`src/rtl/ctrl_pkg.sv`:
```
// ---------------------------------------------------------------------------
// ctrl_pkg
// Shared types and constants for multi_axis_state_controller and ctrl_mac.
//   state_t   : controller FSM states (IDLE, MAC, SAT)
//   term_t    : which feedback term the MAC is working on this cycle
//   acc_width : accumulator width that cannot overflow for the three terms
//   *_DEF     : default gains, shift and neutral angle
// ---------------------------------------------------------------------------
package ctrl_pkg;

   typedef enum logic [1:0] {
      IDLE = 2'd0,
      MAC  = 2'd1,
      SAT  = 2'd2
   } state_t;

   typedef enum logic [1:0] {
      TERM_POS = 2'd0,
      TERM_VEL = 2'd1,
      TERM_REF = 2'd2
   } term_t;

   localparam int K_POS_DEF  = 326;
   localparam int K_VEL_DEF  = 326;
   localparam int K_REF_DEF  = 326;
   localparam int SHIFT_DEF  = 12;
   localparam int CENTER_DEF = 2048;

   // Three products of (POS_W+1)-bit operands and GAIN_W-bit gains summed:
   // two guard bits on top of the product width are sufficient.
   function automatic int acc_width(input int pos_w, input int gain_w);
      return pos_w + gain_w + 3;
   endfunction

endpackage

```
`src/rtl/ctrl_mac.sv`:
```
// ---------------------------------------------------------------------------
// ctrl_mac
// Shared signed multiply-accumulate unit with a registered result.
//   clock   in  system clock
//   reset   in  asynchronous active-high reset (clears the accumulator)
//   en      in  update the accumulator this cycle
//   clear   in  load the product instead of accumulating
//   sub     in  subtract the product from the accumulator (ignored on clear)
//   gain    in  signed gain, A_W bits
//   operand in  signed operand, B_W bits
//   acc     out registered signed accumulator, ACC_W bits
// ---------------------------------------------------------------------------
module ctrl_mac #(
   parameter int A_W   = 12,
   parameter int B_W   = 13,
   parameter int ACC_W = 27
) (
   input  logic                    clock,
   input  logic                    reset,
   input  logic                    en,
   input  logic                    clear,
   input  logic                    sub,
   input  logic signed [A_W-1:0]   gain,
   input  logic signed [B_W-1:0]   operand,
   output logic signed [ACC_W-1:0] acc
);

   localparam int P_W = A_W + B_W;

   logic signed [P_W-1:0]   prod;
   logic signed [ACC_W-1:0] prod_ext;
   logic signed [ACC_W-1:0] acc_reg;
   logic signed [ACC_W-1:0] acc_next;

   always_comb begin
      prod     = gain * operand;
      prod_ext = {{(ACC_W-P_W){prod[P_W-1]}}, prod};
      if (clear) begin
         acc_next = prod_ext;
      end else if (sub) begin
         acc_next = acc_reg - prod_ext;
      end else begin
         acc_next = acc_reg + prod_ext;
      end
   end

   always_ff @(posedge clock or posedge reset) begin
      if (reset) begin
         acc_reg <= '0;
      end else if (en) begin
         acc_reg <= acc_next;
      end
   end

   assign acc = acc_reg;

endmodule

```
`src/rtl/multi_axis_state_controller.sv`:
```
// ---------------------------------------------------------------------------
// multi_axis_state_controller
// Full-state feedback u = K_POS*act + K_VEL*(act-prev_act) - K_REF*des for
// N_AXES axes, one shared MAC, three MAC cycles plus one SAT cycle per axis.
// All axis angles are published together with a one-cycle valid strobe.
//   clock        in  system clock
//   reset        in  asynchronous active-high reset
//   ctrl_tick    in  one-cycle sample strobe
//   desired_pos  in  packed, axis i at [i*POS_W +: POS_W]
//   actual_pos   in  packed, same layout
//   angle        out packed registered angles, axis i at [i*ANG_W +: ANG_W]
//   valid        out one-cycle pulse, angle updated this cycle
//   busy         out high while a computation is in progress
//   overrun      out one-cycle pulse when a tick is dropped
// ---------------------------------------------------------------------------
module multi_axis_state_controller
   import ctrl_pkg::*;
#(
   parameter int N_AXES  = 2,
   parameter int POS_W   = 12,
   parameter int ANG_W   = 12,
   parameter int GAIN_W  = 12,
   parameter int K_POS   = K_POS_DEF,
   parameter int K_VEL   = K_VEL_DEF,
   parameter int K_REF   = K_REF_DEF,
   parameter int SHIFT   = SHIFT_DEF,
   parameter int CENTER  = CENTER_DEF,
   parameter int ANG_MIN = 0,
   parameter int ANG_MAX = 4095
) (
   input  logic                      clock,
   input  logic                      reset,
   input  logic                      ctrl_tick,
   input  logic [N_AXES*POS_W-1:0]   desired_pos,
   input  logic [N_AXES*POS_W-1:0]   actual_pos,
   output logic [N_AXES*ANG_W-1:0]   angle,
   output logic                      valid,
   output logic                      busy,
   output logic                      overrun
);

   localparam int ACC_W = acc_width(POS_W, GAIN_W);
   localparam int OP_W  = POS_W + 1;
   localparam int R_W   = ACC_W + 2;
   localparam int AX_W  = (N_AXES > 1) ? $clog2(N_AXES) : 1;

   localparam logic [AX_W-1:0]          LAST_AXIS = AX_W'(N_AXES - 1);
   localparam logic signed [GAIN_W-1:0] G_POS     = GAIN_W'(K_POS);
   localparam logic signed [GAIN_W-1:0] G_VEL     = GAIN_W'(K_VEL);
   localparam logic signed [GAIN_W-1:0] G_REF     = GAIN_W'(K_REF);
   localparam logic signed [R_W-1:0]    CENTER_R  = R_W'(CENTER);
   localparam logic signed [R_W-1:0]    MIN_R     = R_W'(ANG_MIN);
   localparam logic signed [R_W-1:0]    MAX_R     = R_W'(ANG_MAX);
   localparam logic [ANG_W-1:0]         ANG_MIN_V = ANG_W'(ANG_MIN);
   localparam logic [ANG_W-1:0]         ANG_MAX_V = ANG_W'(ANG_MAX);
   // Reset angle is the neutral position, clamped like any computed result.
   localparam logic [ANG_W-1:0]         ANG_RST   = ANG_W'((CENTER < ANG_MIN) ? ANG_MIN :
                                                           (CENTER > ANG_MAX) ? ANG_MAX : CENTER);

   state_t                  state_reg, state_next;
   term_t                   term_reg, term_next;
   logic [AX_W-1:0]         axis_reg, axis_next;
   logic                    first_sample_reg;
   logic                    valid_reg, busy_reg, overrun_reg;

   logic [POS_W-1:0]        des_in       [N_AXES];
   logic [POS_W-1:0]        act_in       [N_AXES];
   logic [POS_W-1:0]        des_smp_reg  [N_AXES];
   logic [POS_W-1:0]        act_smp_reg  [N_AXES];
   logic [POS_W-1:0]        prev_act_reg [N_AXES];
   logic [ANG_W-1:0]        stage_reg    [N_AXES];
   logic [ANG_W-1:0]        angle_reg    [N_AXES];

   logic                    accept, drop, sat_now, publish;
   logic                    mac_en, mac_clear, mac_sub;
   logic signed [GAIN_W-1:0] mac_gain;
   logic signed [OP_W-1:0]  mac_op;
   logic signed [ACC_W-1:0] acc;
   logic [POS_W-1:0]        cur_act, cur_des, cur_prev;
   logic signed [OP_W-1:0]  vel;
   logic signed [ACC_W-1:0] acc_sh;
   logic signed [R_W-1:0]   r_wide;
   logic [ANG_W-1:0]        r_clamped;

   genvar gi;
   generate
      for (gi = 0; gi < N_AXES; gi++) begin : g_axis_io
         assign des_in[gi]                 = desired_pos[gi*POS_W +: POS_W];
         assign act_in[gi]                 = actual_pos[gi*POS_W +: POS_W];
         assign angle[gi*ANG_W +: ANG_W]   = angle_reg[gi];
      end
   endgenerate

   // ---------------- FSM next state ----------------
   always_comb begin
      state_next = state_reg;
      term_next  = term_reg;
      axis_next  = axis_reg;
      accept     = 1'b0;
      drop       = 1'b0;
      sat_now    = 1'b0;
      publish    = 1'b0;
      case (state_reg)
         IDLE: begin
            if (ctrl_tick) begin
               accept     = 1'b1;
               axis_next  = '0;
               term_next  = TERM_POS;
               state_next = MAC;
            end
         end
         MAC: begin
            drop = ctrl_tick;
            case (term_reg)
               TERM_POS: term_next = TERM_VEL;
               TERM_VEL: term_next = TERM_REF;
               default: begin
                  term_next  = TERM_POS;
                  state_next = SAT;
               end
            endcase
         end
         SAT: begin
            drop    = ctrl_tick;
            sat_now = 1'b1;
            if (axis_reg == LAST_AXIS) begin
               publish    = 1'b1;
               state_next = IDLE;
            end else begin
               axis_next  = axis_reg + AX_W'(1);
               state_next = MAC;
            end
         end
         default: state_next = IDLE;
      endcase
   end

   // ---------------- MAC operand selection ----------------
   always_comb begin
      cur_act   = act_smp_reg[axis_reg];
      cur_des   = des_smp_reg[axis_reg];
      cur_prev  = prev_act_reg[axis_reg];
      vel       = $signed({1'b0, cur_act}) - $signed({1'b0, cur_prev});
      mac_en    = (state_reg == MAC);
      mac_clear = 1'b0;
      mac_sub   = 1'b0;
      mac_gain  = G_POS;
      mac_op    = $signed({1'b0, cur_act});
      case (term_reg)
         TERM_POS: mac_clear = 1'b1;
         TERM_VEL: begin
            mac_gain = G_VEL;
            // No history yet after reset: a velocity estimate would be garbage.
            mac_op   = first_sample_reg ? '0 : vel;
         end
         default: begin
            mac_gain = G_REF;
            mac_op   = $signed({1'b0, cur_des});
            mac_sub  = 1'b1;
         end
      endcase
   end

   ctrl_mac #(
      .A_W   (GAIN_W),
      .B_W   (OP_W),
      .ACC_W (ACC_W)
   ) u_mac (
      .clock   (clock),
      .reset   (reset),
      .en      (mac_en),
      .clear   (mac_clear),
      .sub     (mac_sub),
      .gain    (mac_gain),
      .operand (mac_op),
      .acc     (acc)
   );

   // ---------------- Shift, re-centre, clamp ----------------
   // Arithmetic shift floors toward minus infinity; two extra bits keep the
   // CENTER addition from wrapping before the clamp compares.
   always_comb begin
      acc_sh    = acc >>> SHIFT;
      r_wide    = {{2{acc_sh[ACC_W-1]}}, acc_sh} + CENTER_R;
      if (r_wide < MIN_R) begin
         r_clamped = ANG_MIN_V;
      end else if (r_wide > MAX_R) begin
         r_clamped = ANG_MAX_V;
      end else begin
         r_clamped = r_wide[ANG_W-1:0];
      end
   end

   // ---------------- State and register arrays ----------------
   always_ff @(posedge clock or posedge reset) begin
      if (reset) begin
         state_reg        <= IDLE;
         term_reg         <= TERM_POS;
         axis_reg         <= '0;
         first_sample_reg <= 1'b1;
         valid_reg        <= 1'b0;
         busy_reg         <= 1'b0;
         overrun_reg      <= 1'b0;
         for (int i = 0; i < N_AXES; i++) begin
            des_smp_reg[i]  <= '0;
            act_smp_reg[i]  <= '0;
            prev_act_reg[i] <= '0;
            stage_reg[i]    <= ANG_RST;
            angle_reg[i]    <= ANG_RST;
         end
      end else begin
         state_reg   <= state_next;
         term_reg    <= term_next;
         axis_reg    <= axis_next;
         valid_reg   <= publish;
         // Busy rises the cycle after the tick edge and falls with valid.
         busy_reg    <= (state_reg != IDLE) && !publish;
         overrun_reg <= drop;
         if (publish) begin
            first_sample_reg <= 1'b0;
         end
         for (int i = 0; i < N_AXES; i++) begin
            if (accept) begin
               des_smp_reg[i] <= des_in[i];
               act_smp_reg[i] <= act_in[i];
            end
            if (sat_now && (axis_reg == AX_W'(i))) begin
               stage_reg[i]    <= r_clamped;
               prev_act_reg[i] <= act_smp_reg[i];
            end
            // The last axis's result is written to staging on this same
            // edge, so it is forwarded directly.
            if (publish) begin
               angle_reg[i] <= (axis_reg == AX_W'(i)) ? r_clamped : stage_reg[i];
            end
         end
      end
   end

   assign valid   = valid_reg;
   assign busy    = busy_reg;
   assign overrun = overrun_reg;

endmodule
```
`config.mk`:
```
export PLATFORM = sky130hd
export DESIGN_NAME = multi_axis_state_controller
export DESIGN_NICKNAME = d
export VERILOG_FILES = /design/src/rtl/ctrl_pkg.sv /design/src/rtl/ctrl_mac.sv /design/src/rtl/multi_axis_state_controller.sv
export SDC_FILE = /design/constraint.sdc
export NUM_CORES = 1
export LEC_CHECK = 0
export CAP_MARGIN = 10
export CORE_MARGIN = 2
export CORE_UTILIZATION = 49
export CTS_CLUSTER_DIAMETER = 100
export DETAILED_ROUTE_END_ITERATION = 10
export PLACE_DENSITY_LB_ADDON = 0.25
export SYNTH_ARGS = -nofsm -noshare
export SYNTH_HDL_FRONTEND = slang
export SYNTH_SLANG_ARGS = --single-unit
export TNS_END_PERCENT = 5
```
`constraint.sdc`:
```
create_clock -name clock -period 11.1 [get_ports clock]
set_input_delay 2.22 -clock clock [delete_from_list [all_inputs] [get_ports clock]]
set_output_delay 2.22 -clock clock [all_outputs]
set_load 0.02 [all_outputs]
```
# Word-level counts from Yosys, hierarchy flattened
# Cells that the tools add are included.
# totals
elab_cells,82
output_inout_bits,27
register_bits,156
# op_classes
multipliers,1
reduce_logical,14
n_mux,34
n_lt_le_gt_ge,3
addsub,5
n_eq_ne,5
bitwise,2
# ops
operator,n
two-way mux 12 bit,13
two-way mux 27 bit,2
adder 27 x 23 -> 27 bit,1
subtractor 27 x 23 -> 27 bit,1
one-hot mux 13 bit (2 select lines),1
multiplier 9 x 13 -> 22 bit (first input constant),1
adder 15 x 13 -> 16 bit (second input constant),1
greater-than comparator 16 x 13 -> 1 bit (second input constant),1
less-than comparator 16 x 1 -> 1 bit (second input constant),1
two-way mux 13 bit,1
subtractor 12 x 12 -> 13 bit,1
two-way mux 1 bit,10
one-hot mux 2 bit (2 select lines),2
two-way mux 2 bit,3
one-hot mux 2 bit (3 select lines),1
AND reduction 2 bit,3
nonzero test 2 bit,3
== test 2 x 1 -> 1 bit (second input constant),2
logical NOT 2 bit,2
inequality test 2 bit (second input constant),2
OR reduction 2 bit,2
logical AND 1 bit,3
== test 2 bit (second input constant),1
>= comparator 2 bit (second input constant),1
other kinds (5),5

# Longest topological paths before layout
# Gate-level depths: netlist of run 1.
# logic_depth
ltp_word,11
mapped_depth,41
mapped_depth_nobuf,38

# Modules after synthesis
# From an unflattened synthesis of run 1, not the netlist that was laid out.
# unflattened
cells_unflattened,1562
area_unflattened_um2,14780.4
# modules_own_cells
module,area_each_um2,seq_area_each_um2,cells_per_inst,instances
ctrl_mac,9175.0,675.6,1100,1
multi_axis_state_controller,5605.4,2932.8,462,1

# Worst setup path after synthesis of run 1
# Ideal clock, no wire load.
# synth_path
path_type,reg2reg
from,register axis_reg
to,"register u_mac.acc_reg[26], in the netlist u_mac.acc[26]"
t_required_ns,10.980
setup_ns,0.120
arrival_time_ns,9.605
path_stages_with_launch,40
path_slack_ns,1.375
cell_sequence,dfrtp_1 > clkbuf_1 > clkbuf_1 > clkbuf_1 > mux2_2 > ha_1 > fa_1 > nor2b_1 > o31ai_1 > a211oi_1 > o21ai_0 > nand2b_1 > a21oi_1 > xor2_1 > nor2_1 > a2bb2oi_1 > ha_1 > ha_1 > (+4 left out) > ha_1 > o21a_1 > or2_2 > a311o_1 > and3_1 > nor2_1 > nor3_1 > nand2b_1 > xnor2_1 > ha_1 > or2_2 > a2111o_1 > a221o_1 > a21oi_1 > a211o_1 > a211oi_1 > or4_1 > and3_1
# synth_via
elab_chain_cells,11
elab_cells_between_ends,18
classes_between,add/sub: 3; mul: 1; mux: 13; bitwise: 1
# synth_rtl
element,line,source
start: declaration,multi_axis_state_controller.sv:62,"logic [AX_W-1:0] axis_reg, axis_next;"
start signal: assignment,multi_axis_state_controller.sv:214,axis_reg <= axis_next;
NOT 1 -> 2 bit (implied by the code) *,"multi_axis_state_controller.sv:140, multi_axis_state_controller.sv:141, multi_axis_state_controller.sv:142",
two-way mux 12 bit (on tied branches) (3 in a row),"multi_axis_state_controller.sv:140, multi_axis_state_controller.sv:142",
subtractor 12 x 12 -> 13 bit,multi_axis_state_controller.sv:143,"vel = $signed({1'b0, cur_act}) - $signed({1'b0, cur_prev});"
two-way mux 13 bit,multi_axis_state_controller.sv:154,mac_op = first_sample_reg ? '0 : vel;
one-hot mux 13 bit (2 select lines) *,multi_axis_state_controller.sv:149,case (term_reg)
multiplier 9 x 13 -> 22 bit *,ctrl_mac.sv:36,prod = gain * operand;
subtractor 27 x 23 -> 27 bit or adder 27 x 23 -> 27 bit (tied branches),"ctrl_mac.sv:41, ctrl_mac.sv:43",
two-way mux 27 bit,ctrl_mac.sv:40,end else if (sub) begin
two-way mux 27 bit *,ctrl_mac.sv:38,if (clear) begin
end signal: assignment,ctrl_mac.sv:51,acc_reg <= acc_next;
end: declaration,ctrl_mac.sv:32,logic signed [ACC_W-1:0] acc_reg;
# Every way passes the cells marked *; elsewhere a longest branch is shown, timed or not. The select of a mux whose other input is x is not followed.
# A chain may end at the register's enable or synchronous reset.

# Worst setup path after layout of run 1
# Same ends and word-level chain as after synthesis.

==> report_table.html, run 1 <==
<table>
<tr><th>Metric</th><th>Value</th></tr>
<tr><th colspan="2">Cells and area</th></tr>
<tr><td>Antenna diode count</td><td>0</td></tr>
<tr><td>Layout Area Growth over Synthesis</td><td>14.9%</td></tr>
<tr><td>Filler instances</td><td>1,816</td></tr>
<tr><td>Layout net count</td><td>1,362</td></tr>
<tr><td>Proportion of layout cells with a drive suffix above 1</td><td>12.5%</td></tr>
<tr><td>Number of flip-flops in the largest register</td><td>26</td></tr>
<tr><th colspan="2">Place</th></tr>
<tr><td>Half-perimeter wire length of the detailed placement result</td><td>18,500 um</td></tr>
<tr><td>Count of buffers from port buffering</td><td>77</td></tr>
<tr><td>Final estimated routing congestion in global placement</td><td>0.945</td></tr>
<tr><td>Post-Place Worst Slack</td><td>1100 ps</td></tr>
<tr><th colspan="2">Timing</th></tr>
<tr><td>Period utilisation layout</td><td>92.4%</td></tr>
<tr><td>Setup repair after global routing missed its margin</td><td>no</td></tr>
<tr><td>Final setup vio count</td><td>0</td></tr>
<tr><td>Final sum of negative setup slack</td><td>0 ps</td></tr>
<tr><td>Shortest clock period the worst path allows after layout</td><td>10,260 ps</td></tr>
<tr><td>Layout Skew</td><td>13.3 ps</td></tr>
<tr><td>Count of final hold-check violations</td><td>0</td></tr>
<tr><td>Slew headroom</td><td>25.6%</td></tr>
<tr><td>Number of max-slew violations in the final report</td><td>0</td></tr>
<tr><td>Maximum clock frequency</td><td>0.0975 GHz</td></tr>
<tr><td>Worst-margin pin slew</td><td>1120 ps</td></tr>
<tr><td>Setup slack of the critical path after layout</td><td>843 ps</td></tr>
<tr><th colspan="2">Logic synthesis</th></tr>
<tr><td>Mean post-synth cell area</td><td>9.40 sq um</td></tr>
<tr><td>Netlist area before placement</td><td>10,600 sq um</td></tr>
<tr><td>Number of library cell types mapped by synthesis</td><td>74</td></tr>
<tr><td>EDFF count, synth</td><td>0</td></tr>
<tr><td>Post-Syn Nets</td><td>1,302</td></tr>
<tr><td>Synth Warn #</td><td>0</td></tr>
<tr><td>Share of async-settable or async-resettable flops after synthesis</td><td>100%</td></tr>
<tr><td>Synthesized instance count</td><td>1,125</td></tr>
<tr><td>Most frequently used flop master after synthesis</td><td>sky130_fd_sc_hd__dfrtp_1</td></tr>
<tr><td>Seq cells post-synth</td><td>143</td></tr>
<tr><td>Sequential cell area fraction in the yosys report</td><td>33.9%</td></tr>
<tr><th colspan="2">Worst setup path</th></tr>
<tr><td>Longest individual stage delay on the worst path</td><td>880 ps</td></tr>
<tr><td>Arrival time at the worst endpoint</td><td>10,560 ps</td></tr>
<tr><td>Worst flop-to-flop path startpoint</td><td>axis_reg</td></tr>
<tr><td>Worst Setup SP</td><td>axis_reg</td></tr>
<tr><td>FF-to-FF End</td><td>u_mac.acc[26]</td></tr>
<tr><td>Worst EP required</td><td>11,400 ps</td></tr>
<tr><td>Startpoint types</td><td>flip-flop</td></tr>
<tr><td>Capture point of the critical path</td><td>u_mac.acc[26]</td></tr>
<tr><td>Worst R2R Setup Slack</td><td>840 ps</td></tr>
<tr><td>Setup CP Type</td><td>reg -&gt; reg</td></tr>
<tr><td>CP most frequent cell</td><td>sky130_fd_sc_hd__ha_1</td></tr>
<tr><td>Standard cell with the maximum stage delay on the critical path</td><td>sky130_fd_sc_hd__mux2i_1</td></tr>
<tr><td>Number of cells on the worst reg-to-reg path</td><td>35</td></tr>
<tr><td>Critical path peak fanout</td><td>28</td></tr>
<tr><td>Critical path capture point type</td><td>flip-flop</td></tr>
<tr><th colspan="2">Routing</th></tr>
<tr><td>Highest metal used</td><td>met4</td></tr>
<tr><td>Per-cell routed wire length</td><td>16.7 um</td></tr>
<tr><td>DR pass1 iterations</td><td>5</td></tr>
<tr><td>Drt first-iter violations</td><td>512</td></tr>
<tr><td>Detailed Route WL</td><td>24,600 um</td></tr>
<tr><td>Sum of met2 wire segment lengths after detailed routing</td><td>11,000 um</td></tr>
<tr><td>Overall via count from detail_route</td><td>8,271</td></tr>
<tr><td>Number of nets with antenna violations after routing</td><td>0</td></tr>
<tr><td>Count of unresolved DRC violations after routing</td><td>0</td></tr>
<tr><td>Routed met3 length</td><td>926 um</td></tr>
<tr><td>Routed vias/inst</td><td>5.62</td></tr>
<tr><td>Met1 wire length</td><td>12,400 um</td></tr>
<tr><th colspan="2">Floorplanning</th></tr>
<tr><td>IO Count</td><td>78</td></tr>
<tr><td>Core Box Area</td><td>21,100 sq um</td></tr>
<tr><td>Starting density of the core</td><td>50.2%</td></tr>
<tr><td>Placement row count</td><td>53</td></tr>
<tr><td>Horizontal die dimension</td><td>151 um</td></tr>
<tr><td>Height of the chip</td><td>151 um</td></tr>
<tr><td>Total die area</td><td>22,800 sq um</td></tr>
<tr><th colspan="2">Clocking</th></tr>
<tr><td>Clock Root Buffer</td><td>sky130_fd_sc_hd__clkbuf_16</td></tr>
<tr><td>TritonCTS clock tree</td><td>built</td></tr>
<tr><td>Number of H-tree levels</td><td>4</td></tr>
<tr><td># hold bufs at CTS</td><td>0</td></tr>
<tr><td>Quantity of gates resized following cts</td><td>0</td></tr>
<tr><td>Count of buffers added by post-CTS timing repair for setup</td><td>0</td></tr>
<tr><td>Total clock buffers created by CTS</td><td>17</td></tr>
<tr><td>Longest Clk Path Bufs</td><td>2</td></tr>
<tr><td>Clock sink count</td><td>143</td></tr>
<tr><td>Reg clk slew, reported paths</td><td>60 ps</td></tr>
<tr><td>Clock latency reported for the late side of the worst-skew pair</td><td>420 ps</td></tr>
<tr><th colspan="2">Global routing</th></tr>
<tr><td>First-pass GRT wire length</td><td>40,900 um</td></tr>
<tr><td>Initial antenna violation count</td><td>0</td></tr>
<tr><td>Via count of the first global-routing pass</td><td>7,988</td></tr>
<tr><td>GR Util All Layers</td><td>22.5%</td></tr>
<tr><td>Gr ovfl total</td><td>0</td></tr>
<tr><td>Maximum number of pins on one net before global-route repair</td><td>81</td></tr>
<tr><th colspan="2">Run</th></tr>
<tr><td>Max capacitance violation total</td><td>0</td></tr>
<tr><th colspan="2">Min path</th></tr>
<tr><td>Worst hold path type</td><td>reg -&gt; reg</td></tr>
<tr><th colspan="2">Outcome</th></tr>
<tr><td>Outcome</td><td>finished, final reports clean</td></tr>
</table>
==> layout by cell type (no fill, tap or decap), types with 5 or more instances in the layout <==
cell                              count
sky130_fd_sc_hd__mux2i_1             25
sky130_fd_sc_hd__o21ai_0             61
sky130_fd_sc_hd__inv_1               65
sky130_fd_sc_hd__a21o_1              16
sky130_fd_sc_hd__o31ai_1              6
sky130_fd_sc_hd__and3_1              13
sky130_fd_sc_hd__dfrtp_1            138
sky130_fd_sc_hd__inv_6                6
sky130_fd_sc_hd__nor2b_1             12
sky130_fd_sc_hd__fa_1                20
sky130_fd_sc_hd__xor2_1              17
sky130_fd_sc_hd__nor2_1              70
sky130_fd_sc_hd__nand2b_1            23
sky130_fd_sc_hd__buf_4               10
sky130_fd_sc_hd__clkbuf_16           17
sky130_fd_sc_hd__a221oi_1             8
sky130_fd_sc_hd__xnor2_1             42
sky130_fd_sc_hd__a31oi_1             11
sky130_fd_sc_hd__nand3_1              6
sky130_fd_sc_hd__o211ai_1             7
sky130_fd_sc_hd__clkdlybuf4s50_1     77
sky130_fd_sc_hd__nand2_1            151
sky130_fd_sc_hd__a211oi_1            12
sky130_fd_sc_hd__ha_1               106
sky130_fd_sc_hd__mux2_2              75
sky130_fd_sc_hd__o21a_1              11
sky130_fd_sc_hd__a21oi_1             66
sky130_fd_sc_hd__or2_2               12
sky130_fd_sc_hd__clkinvlp_4           5
sky130_fd_sc_hd__nor3_1              19
==> worst max-delay path, delay by kind of cell, from the launching register on <==
kind | cells | cell delay (ps)
compound gates | 12 | 2960
fa+ha+maj | 8 | 2860
simple gates | 9 | 1790
mux | 2 | 1290
flops | 1 | 820
xor+xnor | 2 | 320
buf+inv | 2 | 100
==> routing by layer <==
layer  GRT usage [%]  up-vias
met5               0        -
met2            34.6      166
met4            5.61        0
met1            33.3     4007
met3            3.31       20
li1                -     4078
==> final cells by class <==
| type | instances | area [sq um] | share of cell area (%) |
|---|---|---|---|
| multi-input combinational | 869 | 6570 | 54.0 |
| clock buffer | 18 | 429 | 3.53 |
| tap | 275 | 344 | 2.83 |
| sequential | 143 | 3580 | 29.5 |
| inverter | 67 | 256 | 2.11 |
| timing repair buffer | 87 | 846 | 6.96 |
| clock inverter | 14 | 124 | 1.02 |
==> how the worst min path moves through the flow <==
stage / cells after the start / endpoint / slack [ps] / start
floorplan: 2 / angle[11] / 430 / stage_reg[23]
global placement: 2 / angle[0] / 450 / stage_reg[12]
detailed placement: 2 / angle[11] / 450 / stage_reg[23]
CTS: 2 / angle[11] / 460 / stage_reg[23]
global route: 2 / angle[2] / 490 / angle[2]
finish: 2 / angle[11] / 460 / angle[11]
==> cell usage after synthesis, types with 3 or more instances <==
cell type | n | area share, %
sky130_fd_sc_hd__and2_1 | 4 | 0.24
sky130_fd_sc_hd__and3_1 | 13 | 0.77
sky130_fd_sc_hd__nand2b_1 | 23 | 1.4
sky130_fd_sc_hd__a31oi_1 | 11 | 0.65
sky130_fd_sc_hd__buf_1 | 11 | 0.39
sky130_fd_sc_hd__o21a_1 | 11 | 0.78
sky130_fd_sc_hd__dfrtp_1 | 139 | 33
sky130_fd_sc_hd__o21ai_0 | 61 | 2.9
sky130_fd_sc_hd__nor2_1 | 70 | 2.5
sky130_fd_sc_hd__nand3_1 | 6 | 0.28
sky130_fd_sc_hd__o211ai_1 | 7 | 0.50
sky130_fd_sc_hd__o211a_1 | 3 | 0.28
sky130_fd_sc_hd__or3_1 | 3 | 0.18
sky130_fd_sc_hd__nand2_1 | 152 | 5.4
sky130_fd_sc_hd__mux2_2 | 75 | 8.0
sky130_fd_sc_hd__mux2i_1 | 25 | 2.4
sky130_fd_sc_hd__dfstp_2 | 4 | 0.99
sky130_fd_sc_hd__a211oi_1 | 12 | 0.85
sky130_fd_sc_hd__clkbuf_1 | 32 | 1.1
sky130_fd_sc_hd__xnor2_1 | 42 | 3.5
sky130_fd_sc_hd__inv_1 | 66 | 2.3
sky130_fd_sc_hd__nand4b_1 | 3 | 0.25
sky130_fd_sc_hd__nor3_1 | 19 | 0.90
sky130_fd_sc_hd__a2bb2oi_1 | 3 | 0.25
sky130_fd_sc_hd__o21bai_1 | 4 | 0.28
sky130_fd_sc_hd__a21boi_0 | 4 | 0.28
sky130_fd_sc_hd__a21oi_1 | 66 | 3.1
sky130_fd_sc_hd__a21o_1 | 16 | 1.1
sky130_fd_sc_hd__a221o_1 | 3 | 0.28
sky130_fd_sc_hd__o221ai_1 | 3 | 0.25
sky130_fd_sc_hd__fa_1 | 20 | 3.8
sky130_fd_sc_hd__a221oi_1 | 8 | 0.66
sky130_fd_sc_hd__ha_1 | 106 | 13
sky130_fd_sc_hd__or2_2 | 12 | 0.71
sky130_fd_sc_hd__nor2b_1 | 12 | 0.71
sky130_fd_sc_hd__a211o_1 | 4 | 0.33
sky130_fd_sc_hd__o31ai_1 | 6 | 0.43
sky130_fd_sc_hd__xor2_1 | 17 | 1.4
==> cell families (layout without fill, tap and decap cells) <==
kind of cell               Yosys count  after routing  share of synthesized area (%)
AOI/OAI and AO/OA                  251            251                           16.0
xor gates and xnor gates            59             59                           4.88
adders and majority gates          126            126                           16.3
buffers and inverters              113            186                           4.07
DFF                                143            143                           33.9
muxes                              100            100                           10.3
and+or+nand+nor                    333            333                           14.5
==> stage by stage <==
stage / std cells / util (%) / area, sq um / hold slack, ps
floorplan: 1125 / - / 10600 / 435
global placement: 1441 / 55.0 / 11600 / 448
detailed placement: 1441 / 55.0 / 11600 / 449
CTS: 1473 / 57.6 / 12200 / 459
global route: 1473 / 57.6 / 12200 / 491
finish: 1473 / 57.6 / 12200 / 461
Power of run 1 is not shown: default switching activity piles up to over one toggle a cycle in this logic, so the estimate is an artifact.
==> run 2: changes to the inputs <==
--- a/config.mk
+++ b/config.mk
@@ -7,9 +7,10 @@
 export LEC_CHECK = 0
 export CAP_MARGIN = 10
 export CORE_MARGIN = 2
-export CORE_UTILIZATION = 49
+export CORE_UTILIZATION = 40
 export CTS_CLUSTER_DIAMETER = 100
 export DETAILED_ROUTE_END_ITERATION = 10
+export GPL_TIMING_DRIVEN = 0
 export PLACE_DENSITY_LB_ADDON = 0.25
 export SYNTH_ARGS = -nofsm -noshare
 export SYNTH_HDL_FRONTEND = slang
==> run 2 against run 1 <==
Die area is 22% higher. Critical path type unchanged. Maximum frequency is 2.9% lower. Routed wire length is 8.0% higher. Non-clock buffer count is 36 higher. Global-route usage is 3.1 points lower. Via count is 2.8% higher. Final cell count is 6.5% higher.
==> report_table.html, run 2 (synthesis gave the netlist of run 1 again) <==
<table>
<tr><th>Metric</th><th>Value</th></tr>
<tr><th colspan="2">Outcome</th></tr>
<tr><td>Outcome</td><td>finished, final reports clean</td></tr>
<tr><th colspan="2">Cells and area</th></tr>
<tr><td>Antenna diode count</td><td>0</td></tr>
<tr><td>Layout Area Growth over Synthesis</td><td>17.7%</td></tr>
<tr><td>Commonest cells after routing, fill and taps aside</td><td>sky130_fd_sc_hd__nand2_1 (152), sky130_fd_sc_hd__dfrtp_1 (138), sky130_fd_sc_hd__ha_1 (106), sky130_fd_sc_hd__clkdlybuf4s50_1 (77), sky130_fd_sc_hd__mux2_2 (75)</td></tr>
<tr><td>Most common cell after layout, fill and taps aside</td><td>sky130_fd_sc_hd__nand2_1</td></tr>
<tr><td>Post-layout utilization of the core</td><td>47.9%</td></tr>
<tr><td>Filler instances</td><td>2,450</td></tr>
<tr><td>Proportion of layout cells with a drive suffix above 1</td><td>12.1%</td></tr>
<tr><td>Final standard cell area without fillers</td><td>12,500 sq um</td></tr>
<tr><td>Number of flip-flops in the largest register</td><td>26</td></tr>
<tr><td>Layout net count</td><td>1,398</td></tr>
<tr><th colspan="2">Worst setup path</th></tr>
<tr><td>Worst Setup SP</td><td>axis_reg</td></tr>
<tr><td>Worst R2R Setup Slack</td><td>540 ps</td></tr>
<tr><td>Critical path peak fanout</td><td>13</td></tr>
<tr><td>CP most frequent cell</td><td>sky130_fd_sc_hd__ha_1</td></tr>
<tr><td>Capture point of the critical path</td><td>u_mac.acc[26]</td></tr>
<tr><td>Critical path capture point type</td><td>flip-flop</td></tr>
<tr><td>Number of cells on the worst reg-to-reg path</td><td>38</td></tr>
<tr><td>Longest individual stage delay on the worst path</td><td>590 ps</td></tr>
<tr><td>Worst EP required</td><td>11,410 ps</td></tr>
<tr><td>FF-to-FF End</td><td>u_mac.acc[26]</td></tr>
<tr><td>Startpoint types</td><td>flip-flop</td></tr>
<tr><td>Critical path depth</td><td>38</td></tr>
<tr><td>Setup CP Type</td><td>reg -&gt; reg</td></tr>
<tr><td>Crit path buffers/inverters</td><td>4</td></tr>
<tr><td>Arrival time at the worst endpoint</td><td>10,880 ps</td></tr>
<tr><td>Standard cell with the maximum stage delay on the critical path</td><td>sky130_fd_sc_hd__dfrtp_2</td></tr>
<tr><td>Worst flop-to-flop path startpoint</td><td>axis_reg</td></tr>
<tr><td>Crit path max-delay family</td><td>compound AO/OA/AOI/OAI gates</td></tr>
<tr><th colspan="2">Clocking</th></tr>
<tr><td>Clock sink count</td><td>143</td></tr>
<tr><td>TritonCTS clock tree</td><td>built</td></tr>
<tr><td># hold bufs at CTS</td><td>0</td></tr>
<tr><td>Number of H-tree levels</td><td>4</td></tr>
<tr><td>Clock Root Buffer</td><td>sky130_fd_sc_hd__clkbuf_16</td></tr>
<tr><td>Count of buffers added by post-CTS timing repair for setup</td><td>0</td></tr>
<tr><td>Longest Clk Path Bufs</td><td>2</td></tr>
<tr><td>Total clock buffers created by CTS</td><td>17</td></tr>
<tr><td>Reg clk slew, reported paths</td><td>80 ps</td></tr>
<tr><td>Clock latency reported for the late side of the worst-skew pair</td><td>440 ps</td></tr>
<tr><th colspan="2">Global routing</th></tr>
<tr><td>Maximum number of pins on one net before global-route repair</td><td>96</td></tr>
<tr><td>GR Util All Layers</td><td>19.4%</td></tr>
<tr><td>Via count of the first global-routing pass</td><td>8,414</td></tr>
<tr><td>First-pass GRT wire length</td><td>43,600 um</td></tr>
<tr><td>Gr ovfl total</td><td>0</td></tr>
<tr><td>Initial antenna violation count</td><td>0</td></tr>
<tr><th colspan="2">Routing</th></tr>
<tr><td>DR pass1 iterations</td><td>5</td></tr>
<tr><td>Number of nets with antenna violations after routing</td><td>0</td></tr>
<tr><td>Per-cell routed wire length</td><td>17.0 um</td></tr>
<tr><td>Routed vias/inst</td><td>5.42</td></tr>
<tr><td>Count of unresolved DRC violations after routing</td><td>0</td></tr>
<tr><td>Overall via count from detail_route</td><td>8,506</td></tr>
<tr><td>Drt first-iter violations</td><td>502</td></tr>
<tr><td>Detailed Route WL</td><td>26,600 um</td></tr>
<tr><th colspan="2">Timing</th></tr>
<tr><td>Shortest clock period the worst path allows after layout</td><td>10,560 ps</td></tr>
<tr><td>Slew headroom</td><td>20.3%</td></tr>
<tr><td>Count of final hold-check violations</td><td>0</td></tr>
<tr><td>Final setup vio count</td><td>0</td></tr>
<tr><td>Layout Skew</td><td>22.4 ps</td></tr>
<tr><td>Setup repair after global routing missed its margin</td><td>no</td></tr>
<tr><td>Worst-margin pin slew</td><td>1180 ps</td></tr>
<tr><td>Period utilisation layout</td><td>95.2%</td></tr>
<tr><td>Final sum of negative setup slack</td><td>0 ps</td></tr>
<tr><td>Maximum clock frequency</td><td>0.0947 GHz</td></tr>
<tr><td>Number of max-slew violations in the final report</td><td>0</td></tr>
<tr><td>Setup slack of the critical path after layout</td><td>537 ps</td></tr>
<tr><th colspan="2">Floorplanning</th></tr>
<tr><td>Core Box Area</td><td>26,000 sq um</td></tr>
<tr><td>Height of the chip</td><td>167 um</td></tr>
<tr><td>Starting density of the core</td><td>40.7%</td></tr>
<tr><td>IO Count</td><td>78</td></tr>
<tr><td>Total die area</td><td>27,800 sq um</td></tr>
<tr><td>Placement row count</td><td>59</td></tr>
<tr><td>Horizontal die dimension</td><td>167 um</td></tr>
<tr><th colspan="2">Run</th></tr>
<tr><td>Max capacitance violation total</td><td>0</td></tr>
<tr><th colspan="2">Place</th></tr>
<tr><td>Placed standard-cell area</td><td>11,800 sq um</td></tr>
<tr><td>Count of buffers from port buffering</td><td>77</td></tr>
<tr><td>Half-perimeter wire length of the detailed placement result</td><td>20,300 um</td></tr>
<tr><td>Final estimated routing congestion in global placement</td><td>0.863</td></tr>
<tr><td>Post-Place Worst Slack</td><td>-474 ps</td></tr>
<tr><th colspan="2">Min path</th></tr>
<tr><td>Worst hold path type</td><td>reg -&gt; reg</td></tr>
</table>
==> run 2: cell count changes in the layout (fill, tap and decap cells not counted), sizes merged <==
cell	previous run	this run
buf	10	14
clkinvlp	5	0
clkbuf	18	49
clkinv	1	11
inv	75	71
==> run 2: worst min-delay path by stage <==
stage                        from         to  slack [ps]  depth (start not counted)
floorplan           stage_reg[23]  angle[11]         430                          2
global placement    stage_reg[22]  angle[10]         450                          2
detailed placement  stage_reg[22]  angle[10]         450                          2
CTS                 stage_reg[23]  angle[11]         460                          2
global route        stage_reg[23]  angle[11]         470                          2
finish              stage_reg[23]  angle[11]         460                          2
==> run 2: metrics by stage <==
step	instances	hold WS (ps)
2_1_floorplan	1125	435
3_3_place_gp	1537	450
3_5_place_dp	1538	453
4_1_cts	1569	463
5_1_grt	1569	471
6_report	1569	463
==> run 2: timing repair <==
item / 4_1_cts / 5_1_grt
resized for setup: 2 / 6
cloned: 0 / 0
setup endpoints to repair: 7 / 7
==> run 2: worst register-to-register path, delay by kind of cell, from the launching register on <==
family                   cells  cell delay (ps)
AO/OA/AOI/OAI               13             3080
XOR/XNOR                     1              170
adder cells (fa/ha/maj)      8             3020
buffers and inverters        4              910
flip-flops                   1              590
multiplexers                 1              390
AND/OR/NAND/NOR             11             2310
==> run 2: per-layer routing <==
| metal | part of all wire [%] | up-vias | GRT usage, % |
|---|---|---|---|
| li1 | - | 4157 | - |
| met5 | 0 | - | 0 |
| met4 | 1.5 | 0 | 5.43 |
| met2 | 47 | 191 | 31.7 |
| met1 | 47 | 4128 | 26.5 |
| met3 | 4.4 | 30 | 3.47 |
==> run 2: layout make-up <==
cell class	instances	area [sq um]	area share, %
well taps	335	419	3.37
flip-flops and latches	143	3580	28.8
plain buffers	45	179	1.44
inverters	67	256	2.06
clock buffers	17	425	3.42
repair buffers	78	798	6.41
clock inverters	15	214	1.72
multi-input cells	869	6580	52.8
Power of run 2 is left out for the same reason.
